`src/rtl/ps2_kbd_ctrl_if.sv`:
```
// Key-event interface between the PS/2 byte receiver, the decoder and the application logic.
// The slave modport belongs to the decoder; the master modport belongs to the driving side.
interface ps2_kbd_ctrl_if;
   logic       rx_done_tick;
   logic [7:0] dato;
   logic       rd_en;
   logic       ev_valid;
   logic [7:0] ev_code;
   logic       ev_ext;
   logic       ev_break;
   logic       fifo_full;
   logic       overflow;
   logic       timeout_tick;

   modport slave (
      input  rx_done_tick, dato, rd_en,
      output ev_valid, ev_code, ev_ext, ev_break, fifo_full, overflow, timeout_tick
   );

   modport master (
      output rx_done_tick, dato, rd_en,
      input  ev_valid, ev_code, ev_ext, ev_break, fifo_full, overflow, timeout_tick
   );
endinterface

```
`src/rtl/ps2_kbd_ctrl.sv`:
```
// PS/2 set-2 sequencer: folds E0/F0 prefixes into key events, buffers them in a
// show-ahead FIFO, and uses a watchdog to abandon stalled prefix sequences.
module ps2_kbd_ctrl #(
   parameter int unsigned DEPTH_LOG2  = 2,
   parameter int unsigned TIMEOUT_CYC = 200000,
   parameter int unsigned CNT_W       = 18
) (
   input  logic          clk_nexys,
   input  logic          reset,
   ps2_kbd_ctrl_if.slave bus
);

   localparam int unsigned DEPTH = 1 << DEPTH_LOG2;

   typedef logic [DEPTH_LOG2-1:0] ptr_t;
   typedef logic [DEPTH_LOG2:0]   cnt_t;
   typedef enum logic [1:0] {IDLE, GOT_E0, GOT_F0, GOT_E0F0} state_e;

   localparam cnt_t             FULL_CNT = cnt_t'(DEPTH);
   localparam logic [CNT_W-1:0] WD_LAST  = CNT_W'(TIMEOUT_CYC - 1);

   state_e           state_q, state_d;
   logic [CNT_W-1:0] wdog_q, wdog_d;
   logic             tout_q, tout_d;
   logic             wd_expire;
   logic             is_e0, is_f0, is_status;
   logic             push_req;
   logic [9:0]       push_data;

   logic [9:0]       mem_q [DEPTH];
   ptr_t             wr_ptr_q, rd_ptr_q;
   cnt_t             count_q, count_d;
   logic             valid_q, full_q, ovf_q;
   logic [9:0]       last_q;
   logic [9:0]       head;
   logic             pop_ok, push_ok;

   assign is_e0     = (bus.dato == 8'hE0);
   assign is_f0     = (bus.dato == 8'hF0);
   assign is_status = (bus.dato == 8'hAA) || (bus.dato == 8'hFA) || (bus.dato == 8'hFC) ||
                      (bus.dato == 8'hEE) || (bus.dato == 8'h00) || (bus.dato == 8'hFF);

   always_ff @(posedge clk_nexys or posedge reset) begin
      if (reset) begin
         state_q <= IDLE;
         wdog_q  <= '0;
         tout_q  <= 1'b0;
      end else begin
         state_q <= state_d;
         wdog_q  <= wdog_d;
         tout_q  <= tout_d;
      end
   end

   always_comb begin
      state_d = state_q;
      if (bus.rx_done_tick) begin
         unique case (state_q)
            IDLE:     if (is_e0) state_d = GOT_E0; else if (is_f0) state_d = GOT_F0;
            GOT_E0:   if (is_f0) state_d = GOT_E0F0; else if (!is_e0) state_d = IDLE;
            GOT_F0:   if (is_e0) state_d = GOT_E0F0; else if (!is_f0) state_d = IDLE;
            GOT_E0F0: if (!(is_e0 || is_f0)) state_d = IDLE;
            default:  state_d = IDLE;
         endcase
      end else if (wd_expire) begin
         state_d = IDLE;
      end
   end

   always_comb begin
      wd_expire = (state_q != IDLE) && !bus.rx_done_tick && (wdog_q == WD_LAST);
      tout_d    = wd_expire;
      wdog_d    = (bus.rx_done_tick || state_q == IDLE) ? '0 : wdog_q + CNT_W'(1);
      push_req  = 1'b0;
      push_data = {2'b00, bus.dato};
      if (bus.rx_done_tick && !is_e0 && !is_f0) begin
         unique case (state_q)
            IDLE:     push_req = !is_status;
            GOT_E0:   begin push_req = 1'b1; push_data = {2'b10, bus.dato}; end
            GOT_F0:   begin push_req = 1'b1; push_data = {2'b01, bus.dato}; end
            GOT_E0F0: begin push_req = 1'b1; push_data = {2'b11, bus.dato}; end
            default:  push_req = 1'b0;
         endcase
      end
   end

   // A pop frees the slot in the same cycle, so a push into a full FIFO is not dropped.
   always_comb begin
      pop_ok  = bus.rd_en && (count_q != '0);
      push_ok = push_req && ((count_q != FULL_CNT) || pop_ok);
      count_d = count_q;
      if (push_ok && !pop_ok)      count_d = count_q + cnt_t'(1);
      else if (!push_ok && pop_ok) count_d = count_q - cnt_t'(1);
   end

   always_ff @(posedge clk_nexys) begin
      if (push_ok) mem_q[wr_ptr_q] <= push_data;
   end

   always_ff @(posedge clk_nexys or posedge reset) begin
      if (reset) begin
         wr_ptr_q <= '0;
         rd_ptr_q <= '0;
         count_q  <= '0;
         valid_q  <= 1'b0;
         full_q   <= 1'b0;
         ovf_q    <= 1'b0;
         last_q   <= '0;
      end else begin
         if (push_ok) wr_ptr_q <= wr_ptr_q + ptr_t'(1);
         if (pop_ok) begin
            rd_ptr_q <= rd_ptr_q + ptr_t'(1);
            last_q   <= mem_q[rd_ptr_q];
         end
         if (push_req && !push_ok) ovf_q <= 1'b1;
         count_q <= count_d;
         valid_q <= (count_d != '0);
         full_q  <= (count_d == FULL_CNT);
      end
   end

   // While empty the outputs keep showing the most recently popped event.
   assign head = valid_q ? mem_q[rd_ptr_q] : last_q;

   assign bus.ev_valid     = valid_q;
   assign bus.ev_code      = head[7:0];
   assign bus.ev_ext       = head[9];
   assign bus.ev_break     = head[8];
   assign bus.fifo_full    = full_q;
   assign bus.overflow     = ovf_q;
   assign bus.timeout_tick = tout_q;

endmodule

```
`src/flat_wrapper.sv`:
```
// flat-port wrapper written by rule: the top's interface ports become plain ports
module ps2_kbd_ctrl_flat 
#(
   parameter int unsigned DEPTH_LOG2  = 2,
   parameter int unsigned TIMEOUT_CYC = 200000,
   parameter int unsigned CNT_W       = 18
)
  (clk_nexys, reset, bus_rx_done_tick, bus_dato, bus_rd_en, bus_ev_valid, bus_ev_code, bus_ev_ext, bus_ev_break, bus_fifo_full, bus_overflow, bus_timeout_tick);
  ps2_kbd_ctrl_if bus_i ();
  input  logic clk_nexys;
  input  logic reset;
  input wire logic [$bits(bus_i.rx_done_tick)-1:0] bus_rx_done_tick;
  input wire logic [$bits(bus_i.dato)-1:0] bus_dato;
  input wire logic [$bits(bus_i.rd_en)-1:0] bus_rd_en;
  output wire logic [$bits(bus_i.ev_valid)-1:0] bus_ev_valid;
  output wire logic [$bits(bus_i.ev_code)-1:0] bus_ev_code;
  output wire logic [$bits(bus_i.ev_ext)-1:0] bus_ev_ext;
  output wire logic [$bits(bus_i.ev_break)-1:0] bus_ev_break;
  output wire logic [$bits(bus_i.fifo_full)-1:0] bus_fifo_full;
  output wire logic [$bits(bus_i.overflow)-1:0] bus_overflow;
  output wire logic [$bits(bus_i.timeout_tick)-1:0] bus_timeout_tick;
  assign bus_i.rx_done_tick = bus_rx_done_tick;
  assign bus_i.dato = bus_dato;
  assign bus_i.rd_en = bus_rd_en;
  assign bus_ev_valid = bus_i.ev_valid;
  assign bus_ev_code = bus_i.ev_code;
  assign bus_ev_ext = bus_i.ev_ext;
  assign bus_ev_break = bus_i.ev_break;
  assign bus_fifo_full = bus_i.fifo_full;
  assign bus_overflow = bus_i.overflow;
  assign bus_timeout_tick = bus_i.timeout_tick;
  ps2_kbd_ctrl #(.DEPTH_LOG2(DEPTH_LOG2), .TIMEOUT_CYC(TIMEOUT_CYC), .CNT_W(CNT_W)) u_core (.clk_nexys(clk_nexys), .reset(reset), .bus(bus_i));
endmodule
```
`config.mk`:
```
export PLATFORM = sky130hd
export DESIGN_NAME = ps2_kbd_ctrl_flat
export DESIGN_NICKNAME = d
export VERILOG_FILES = /design/src/rtl/ps2_kbd_ctrl_if.sv /design/src/rtl/ps2_kbd_ctrl.sv /design/src/flat_wrapper.sv
export SDC_FILE = /design/constraint.sdc
export NUM_CORES = 1
export LEC_CHECK = 0
export BUFFER_PORTS_ARGS = -buffer_cell sky130_fd_sc_hd__buf_4
export CORE_MARGIN = 1
export CORE_UTILIZATION = 40
export DETAILED_ROUTE_END_ITERATION = 7
export SLEW_MARGIN = 5
export SYNTH_ARGS = -nofsm -noshare
export SYNTH_HDL_FRONTEND = slang
export SYNTH_SLANG_ARGS = --single-unit
```
`constraint.sdc`:
```
create_clock -name clk_nexys -period 2.8 [get_ports clk_nexys]
set_input_delay 0.14 -clock clk_nexys [delete_from_list [all_inputs] [get_ports clk_nexys]]
set_output_delay 0.14 -clock clk_nexys [all_outputs]
set_load 0.01 [all_outputs]
```
---- Word level (Yosys, flattened, before mapping) ----
Memories as Yosys holds them, arrays and structs flattened.
Index checks and enable logic that the tools add are counted.
operators by class
  $add $sub $neg .......................... 5
  eq/ne operators ......................... 17
  multiplexer cells ....................... 20
  reduce and logical (&&, ||, !) cells .... 31
operators with widths
  operator                 count
  $eq A8 B8 Y1 const B     7
  $pmux W10 S3             1
  $mux W10                 2
  $add A18 B1 Y18 const B  1
  $eq A18 B18 Y1 const B   1
  $mux W18                 1
  $mux W2                  9
  $logic_and A1 B1 Y1      9
  $logic_not A8 Y1         1
  $logic_or A1 B1 Y1       8
  $pmux W2 S4              1
  $logic_not A1 Y1         6
  $mux W3                  2
  $ne A3 B3 Y1 const B     2
  $reduce_bool A3 Y1       2
  $reduce_and A5 Y1        1
  $add A2 B1 Y2 const B    2
  $eq A2 B2 Y1 const B     2
  $ne A4 B2 Y1 const B     1
  $ne A4 B3 Y1 const B     1
  $ne A4 B4 Y1 const B     1
  $reduce_bool A2 Y1       2
  $add A3 B1 Y3 const B    1
  $eq A3 B3 Y1 const B     1
  other kinds (6)          8
word-level totals
  register bits after elaboration ......... 41
  bits in writable memories ............... 40
  memories ................................ 1
memory list
  name          words  bits a word  read ports  clocked after memory_dff  wr ports  RTL line            text
  u_core.mem_q  4      10           1           0                         1         ps2_kbd_ctrl.sv:30  logic [9:0] mem_q [DEPTH];

---- Depth between registers and ports, before layout ----
Gate-level depths: netlist (run 1).
  depth after elaboration ................. 15
  gate-level depth with buffers ........... 9
  gate-level depth less buffers ........... 8

---- Worst setup path before layout (run 1) ----
No wires, ideal clock.
  path type ............................... register to register
  start ................................... reg u_core.count_q[0]
  end ..................................... reg u_core.full_q, in the netlist u_core.bus.fifo_full
  setup time .............................. 138 ps
  arrival ................................. 2,005 ps
  slack ................................... 657 ps
  cell stages (with the launch flop) ...... 10
  buffers on the path ..................... 1
  clock period less this slack ............ 2,143 ps
  cells stage by stage .................... dfrtp_1 > inv_1 > ha_1 > nand2b_4 > and2_4 > buf_6 > nand3_2 > o31ai_4 > and2_0 > mux4_2
between the ends
  longest elaborated chain between the ends .. 9
  elaborated cells between the ends (all ways) .. 14
  those cells by class .................... add/sub: 2; eq/ne: 2; mux: 2; reduce/logical: 8
ends and longest elaborated chain
  item                    RTL line             text
  from (decl)             ps2_kbd_ctrl.sv:32   cnt_t count_q, count_d;
  from (signal assigned)  ps2_kbd_ctrl.sv:116  count_q <= count_d;
  $reduce_bool A3 Y1      ps2_kbd_ctrl.sv:89   pop_ok = bus.rd_en && (count_q != '0);
  $logic_and A1 B1 Y1     ps2_kbd_ctrl.sv:89
  $logic_or A1 B1 Y1      ps2_kbd_ctrl.sv:90   push_ok = push_req && ((count_q != FULL_CNT) || pop_ok);
  $logic_and A1 B1 Y1     ps2_kbd_ctrl.sv:90
  $logic_not A1 Y1        ps2_kbd_ctrl.sv:93   else if (!push_ok && pop_ok) count_d = count_q - cnt_t'(1);
  $logic_and A1 B1 Y1     ps2_kbd_ctrl.sv:93
  $mux W3                 ps2_kbd_ctrl.sv:93
  $mux W3 *               ps2_kbd_ctrl.sv:92   if (push_ok && !pop_ok) count_d = count_q + cnt_t'(1);
  $eq A3 B3 Y1 *          ps2_kbd_ctrl.sv:118  full_q <= (count_d == FULL_CNT);
  to (signal assigned)    ps2_kbd_ctrl.sv:118
  to (decl)               ps2_kbd_ctrl.sv:33   logic valid_q, full_q, ovf_q;
Every way passes the cells marked *; elsewhere a longest branch is shown, timed or not.
A chain may end at the register's enable or synchronous reset.

---- Worst setup path in the final report (run 1) ----
  start ................................... reg u_core.count_q[0]
  end ..................................... reg u_core.valid_q, in the netlist u_core.bus.ev_valid
between the ends
  longest elaborated chain between the ends .. 9
  elaborated cells between the ends (all ways) .. 14
  those cells by class .................... add/sub: 2; eq/ne: 1; mux: 2; reduce/logical: 9
ends and longest elaborated chain
  item                  RTL line             text
  $reduce_bool A3 Y1    ps2_kbd_ctrl.sv:89
  $logic_and A1 B1 Y1   ps2_kbd_ctrl.sv:89
  $logic_or A1 B1 Y1    ps2_kbd_ctrl.sv:90
  $logic_and A1 B1 Y1   ps2_kbd_ctrl.sv:90
  $logic_not A1 Y1      ps2_kbd_ctrl.sv:93
  $logic_and A1 B1 Y1   ps2_kbd_ctrl.sv:93
  $mux W3               ps2_kbd_ctrl.sv:93
  $mux W3 *             ps2_kbd_ctrl.sv:92
  $reduce_bool A3 Y1 *  ps2_kbd_ctrl.sv:117  valid_q <= (count_d != '0);
  to (signal assigned)  ps2_kbd_ctrl.sv:117
  to (decl)             ps2_kbd_ctrl.sv:33
Marked as above.

==> results of run 1 <==
-- per-stage QoR --
stage                     hold WS, ns  util (%)  cell area, sq um  power, uW  setup WS [ns]
final                          0.0263      46.7              4320       3710          0.451
after global routing          0.00296      46.7              4320       3950          0.302
after CTS                     0.00804      46.7              4320       3760          0.393
after detailed placement        0.278      44.7              4130       2980          0.477
after global placement          0.270      44.7              4130       2950          0.536
after floorplan                 0.239         -              3800       2570          0.657
-- registers in the layout (all words and copies together) (netlist names) --
signal                   cells
u_core.wdog_q               18
u_core.bus.timeout_tick      1
u_core.rd_ptr_q              2
u_core.state_q               2
u_core.bus.fifo_full         1
u_core.wr_ptr_q              2
u_core.bus.overflow          1
u_core.mem_q                40
u_core.count_q               3
u_core.bus.ev_valid          1
u_core.last_q               10
-- power by group --
part	switching (uW)	internal (uW)
sequential	214	1510
clock	444	326
combinational	571	646
total	1230	2480
-- cell families (layout without fill, tap and decap cells) --
| logic type | count (synthesis) | after routing |
|---|---|---|
| adder cells (fa/ha/maj) | 8 | 8 |
| AO/OA/AOI/OAI | 15 | 15 |
| AND/OR/NAND/NOR | 122 | 122 |
| multiplexers | 27 | 27 |
| flip-flops | 81 | 81 |
| XOR/XNOR | 23 | 23 |
| buffers and inverters | 15 | 51 |
-- repair_timing --
action | CTS | global route
endpoints found under the hold margin | 25 | 0
hold buffers | 1 | 0
resized for setup | 0 | 0
buffers inserted | 0 | 0
-- synth_stat cells, types with 3 or more instances --
master and count:
inv_1 6, mux2_2 12, xnor2_1 8, clkbuf_1 6
nand4_1 7, edfxtp_1 40, nor2_1 25, nor2b_1 5
dfrtp_1 41, nand2_1 42, nand3_1 12, xor2_1 15
and3_1 4, mux4_2 12, ha_1 8, mux2i_1 3
and2_1 8
-- layer usage --
layer	up-vias	GRT usage, %	share of wire [%]
li1	1098	-	-
met3	6	4.99	3.9
met1	1089	19.7	48
met5	-	0	0
met2	38	23.3	47
met4	0	4.19	0.84
-- cells in the final DEF, fill, tap and decap left out, types with 9 or more instances in the layout --
cell type	synthesis	layout
buf_4	1	28
clkbuf_8	0	9
dfrtp_1	41	41
edfxtp_1	40	40
mux2_2	12	12
mux4_2	12	12
nand2_1	42	42
nand3_1	12	12
nor2_1	25	25
xor2_1	15	15
-- final cells by class --
cell class                 instances  area, sq um  share of cell area, %
clock inverter                     7         52.6                   1.22
sequential                        81         2230                   51.6
multi-input combinational        195         1510                   34.9
timing repair buffer              29          220                   5.10
clock buffer                       9          124                   2.87
inverter                           6         22.5                  0.522
tap                              129          161                   3.74
-- path summary, 6_finish.rpt --
| check | end | slack [ns] | start |
|---|---|---|---|
| worst max-delay path | u_core.bus.ev_valid | 0.45 | u_core.count_q[0] |
| worst min-delay path | u_core.mem_q[0][7] | 0.03 | bus_dato[7] |
| worst max register to register | u_core.bus.ev_valid | 0.45 | u_core.count_q[0] |
| worst min register to register | u_core.last_q[4] | 0.48 | u_core.last_q[4] |
| max in group asynchronous | u_core.rd_ptr_q[0] | 1.67 | reset |
| min in group asynchronous | u_core.wdog_q[5] | 0.43 | reset |
-- worst max-delay path, stage by stage (launching register included) --
cell      delay [ns]
dfrtp_1         0.51
inv_1           0.10
ha_1            0.34
nand2b_4        0.15
o21ai_1         0.15
o31ai_1         0.39
nand3_1         0.13
mux4_2          0.46
==> reports/results.tsv, run 1 <==
stage	metric	value	unit
run_status	outcome	complete, no violations	
worst_setup_path	r2r worst-path depth	7	
yosys	area leader, netlist	edfxtp_1	
floorplan	die extent in x	99.5	um
worst_setup_path	worst path arrival time	2.58	ns
yosys	top cell type's share of synthesized area	31.6	%
yosys	asr flop ratio synth	50.6	%
yosys	Syn Inst Count	291	
yosys	Top FF cell, synth	dfrtp_1	
yosys	warnings from Yosys	0	
floorplan	Initial Util	41.2	%
min_path	Hold Path Class	in -> reg	
clock_tree	CTS Root Buffer Type	clkbuf_8	
timing	fin. max-slew vios	0	
yosys	Compound-Gate Fraction of Synth Area	3.68	%
yosys	main area contributors after synthesis	edfxtp_1, dfrtp_1, mux4_2, nand2_1, mux2_2	
worst_setup_path	CP Launch Type	flip-flop	
floorplan	I/O pin cnt	26	
power	Worst VDD drop	0.000285	V
yosys	number of synthesized flops with an enable pin	40	
cells_and_area	ant diodes	0	
worst_setup_path	Critical Path Fanout Max	7	
route	drt pass-1 iters	4	
worst_setup_path	WP data required	3.03	ns
floorplan	Row Count	35	
route	vias post-DR	2231	
clock_tree	Clk Latency, worst-skew pair	0.35	ns
yosys	Seq cells post-synth	81	
yosys	Synth Area in Adders	2.63	%
worst_setup_path	Setup crit end kind	flip-flop	
timing	Least-Margin Pin Slew	0.906	ns
yosys	library cells used by synthesis	50	
floorplan	die area	0.00990	sq mm
min_path	hold depth	1	
power	Lkg Pwr	0.00170	uW
placement	DP Cell Count	439	
global_routing	first-pass GRT wire length	11.1	mm
cells_and_area	final net count	342	
yosys	main combinational cell family by area after synthesis	simple AND/OR/NAND/NOR gates	
yosys	post-synthesis simple-gate area fraction	16.6	%
clock_tree	clk slew on worst S/H paths	0.09	ns
global_routing	number of global-route vias before repair	2265	
global_routing	largest net degree at the start of global routing	27	
cells_and_area	share of layout cells above drive strength 1	23.5	%
timing	Fmax	0.426	GHz
timing	RSZ-0062 raised after global routing	false	
timing	Final min period	2.35	ns
timing	Slew HR	39.2	%
yosys	Seq/Total Area, Yosys	58.6	%
cells_and_area	Layout area overhead	13.5	%
timing	Max Clock Skew	0.0136	ns
placement	number of buffers added on ports	25	
clock_tree	total CTS buffers	9	
timing	Total Neg Setup Slack	0	ns
clock_tree	CTS tree	yes	
floorplan	Die Y-Extent	99.5	um
cells_and_area	# fillers	839	
route	drt first-iter violations	137	
global_routing	initial antenna violation count	0	
route	WL/cell	14.7	um
global_routing	GRT Total Usage	14.8	%
placement	GPL Wtd Cong	0.737	
global_routing	grt ovf	0	
timing	final hold violation count	0	
clock_tree	htree depth	3	
timing	crit share post-route	83.9	%
clock_tree	CTS Buffer Depth	2	
yosys	Mapped Area	0.00380	sq mm
floorplan	CORE AREA	0.00924	sq mm
power	power per cell area	860	mW/mm^2
clock_tree	Clock Sinks	81	
worst_setup_path	Crit Path Category	reg -> reg	
route	Post-Route WL	6.69	mm
route	Antenna Nets Post-Route	0	
route	Avg Vias per Cell	4.89	
yosys	Mean Syn Cell Area	13.1	sq um
timing	final setup fails	0	
route	DRC violation count after routing	0	
yosys	mux contribution to synthesized area	11.4	%
placement	detailed placement HPWL	4.52	mm
cells_and_area	fin cells	456	
yosys	post-synthesis xor/xnor area fraction	5.30	%
run	max-cap violations	0	
yosys	syn nets	311	
Note: power is estimated with default switching activity, not from simulation.
==> run 2: changes to the inputs <==
clock period = 2.1 ns   (was 2.8 ns; I/O delays follow)
==> reports/results.tsv, run 2 (synthesized netlist as in run 1, its figures left out) <==
stage	metric	value	unit
run_status	outcome	complete, no violations	
floorplan	CORE AREA	0.00924	sq mm
worst_setup_path	r2r setup slk	0.15	ns
cells_and_area	# fillers	812	
clock_tree	Clock Sinks	81	
cells_and_area	Largest regs	u_core.mem_q x40, u_core.wdog_q x18, u_core.last_q x10	
floorplan	Die Y-Extent	99.5	um
floorplan	die area	0.00990	sq mm
route	drt pass-1 iters	4	
floorplan	Row Count	35	
floorplan	I/O pin cnt	26	
clock_tree	CTS Root Buffer Type	clkbuf_8	
placement	detailed placement HPWL	4.76	mm
timing	fin. max-slew vios	0	
cells_and_area	post-route cell area	0.00457	sq mm
worst_setup_path	cell family with most CP delay	buffers and inverters	
cells_and_area	most frequent cells in the layout	nand2_1, dfrtp_1, edfxtp_1	
cells_and_area	commonest non-fill, non-tap cell in the layout	nand2_1	
run	max-cap violations	0	
worst_setup_path	crit-path cells	dlygate4sd3_1 > buf_4 > xor2_1 > o21a_1 > o21ai_2 > or2_4 > a21oi_4 > buf_4 > and2_1 > buf_12	
placement	number of buffers added on ports	25	
timing	final hold violation count	0	
worst_setup_path	worst path arrival time	2.10	ns
placement	dpl cell area	0.00422	sq mm
timing	Least-Margin Pin Slew	0.536	ns
power	power per cell area	1180	mW/mm^2
global_routing	initial antenna violation count	0	
timing	hold slack	0.0122	ns
timing	Final min period	2.03	ns
worst_setup_path	crit-path most repeated cell	buf_4	
timing	Fmax	0.492	GHz
timing	Max Clock Skew	0.0106	ns
placement	GPL Wtd Cong	0.750	
global_routing	grt ovf	0	
clock_tree	clk slew on worst S/H paths	0.08	ns
power	Power Total	5400	uW
route	vias post-DR	2265	
worst_setup_path	Crit Path Category	in -> reg	
clock_tree	CTS tree	yes	
timing	final setup fails	0	
cells_and_area	Final Util	49.5	%
cells_and_area	Largest register FFs	40	
worst_setup_path	Critical Path Fanout Max	10	
power	Worst VDD drop	0.000426	V
timing	Slew HR	63.9	%
clock_tree	Clk Latency, worst-skew pair	0.35	ns
global_routing	largest net degree at the start of global routing	42	
worst_setup_path	CP Launch Type	input port	
global_routing	number of global-route vias before repair	2394	
cells_and_area	share of layout cells above drive strength 1	28.0	%
cells_and_area	ant diodes	0	
worst_setup_path	slowest stage delay, CP	0.54	ns
cells_and_area	Top reg by flops	u_core.mem_q	
floorplan	die extent in x	99.5	um
timing	crit share post-route	96.8	%
min_path	Hold Path Class	in -> reg	
route	drt first-iter violations	88	
clock_tree	CTS Buffer Depth	2	
route	DRC violation count after routing	0	
global_routing	GRT Total Usage	16.4	%
worst_setup_path	slowest CP cell	dlygate4sd3_1	
clock_tree	post-CTS setup buffers	0	
route	Avg Vias per Cell	4.80	
cells_and_area	final net count	358	
global_routing	first-pass GRT wire length	12.3	mm
worst_setup_path	WP data required	2.17	ns
route	Post-Route WL	7.03	mm
route	WL/cell	14.9	um
clock_tree	htree depth	3	
worst_setup_path	Buf/Inv on CP	4	
power	Lkg Pwr	0.00182	uW
route	Antenna Nets Post-Route	0	
cells_and_area	Layout area overhead	20.2	%
floorplan	Initial Util	41.2	%
worst_setup_path	Setup crit end kind	flip-flop	
timing	Total Neg Setup Slack	0	ns
clock_tree	total CTS buffers	9	
-- run 2: final timing paths --
kind,startpoint,to,cells past startpoint
setup / recovery,bus_dato[4],u_core.mem_q[1][4],10
max in group asynchronous,reset,u_core.wr_ptr_q[0],4
hold reg to reg,u_core.last_q[0],u_core.last_q[0],2
hold / removal,bus_dato[3],u_core.mem_q[0][3],1
setup reg to reg,u_core.state_q[0],u_core.bus.fifo_full,6
min in group asynchronous,reset,u_core.wdog_q[4],4
-- run 2: per-stage QoR --
step	setup slack, ns	instances
6_report	0.0681	472
5_1_grt	-0.0240	472
4_1_cts	0.0110	472
3_5_place_dp	0.107	448
3_3_place_gp	0.131	448
2_1_floorplan	0.0347	291
-- run 2: power by group --
part	internal [uW]	switching [uW]
Combinational	1000	906
Clock	690	600
Sequential	2010	184
-- run 2: worst register-to-register path: cells and delay by family, from the launching register on --
kind                   cells  cell delay (ns)
AND/OR/NAND/NOR            3             0.54
multiplexers               1             0.50
flip-flops                 1             0.42
AO/OA/AOI/OAI              1             0.19
buffers and inverters      1             0.17
-- run 2: what timing repair did --
item,in CTS,in global routing
hold buffers,8,0
resized for setup,0,10
endpoints found under the setup margin,0,52
endpoints found under the hold margin,62,0
-- run 2: cell type report --
cell class / count / area, sq um / area share [%]
tap: 129 / 161 / 3.53
multi-input combinational: 195 / 1550 / 33.8
clock buffer: 9 / 124 / 2.71
inverter: 6 / 22.5 / 0.493
clock inverter: 7 / 105 / 2.30
sequential: 81 / 2230 / 48.7
timing repair buffer: 45 / 387 / 8.46
-- run 2: metal layers --
metal	track usage [%]	up-vias	part of all wire [%]
li1	-	1130	-
met1	21.9	1101	47
met2	26.2	27	49
met3	4.15	7	3.0
met4	5.66	0	1.1
met5	0	-	0
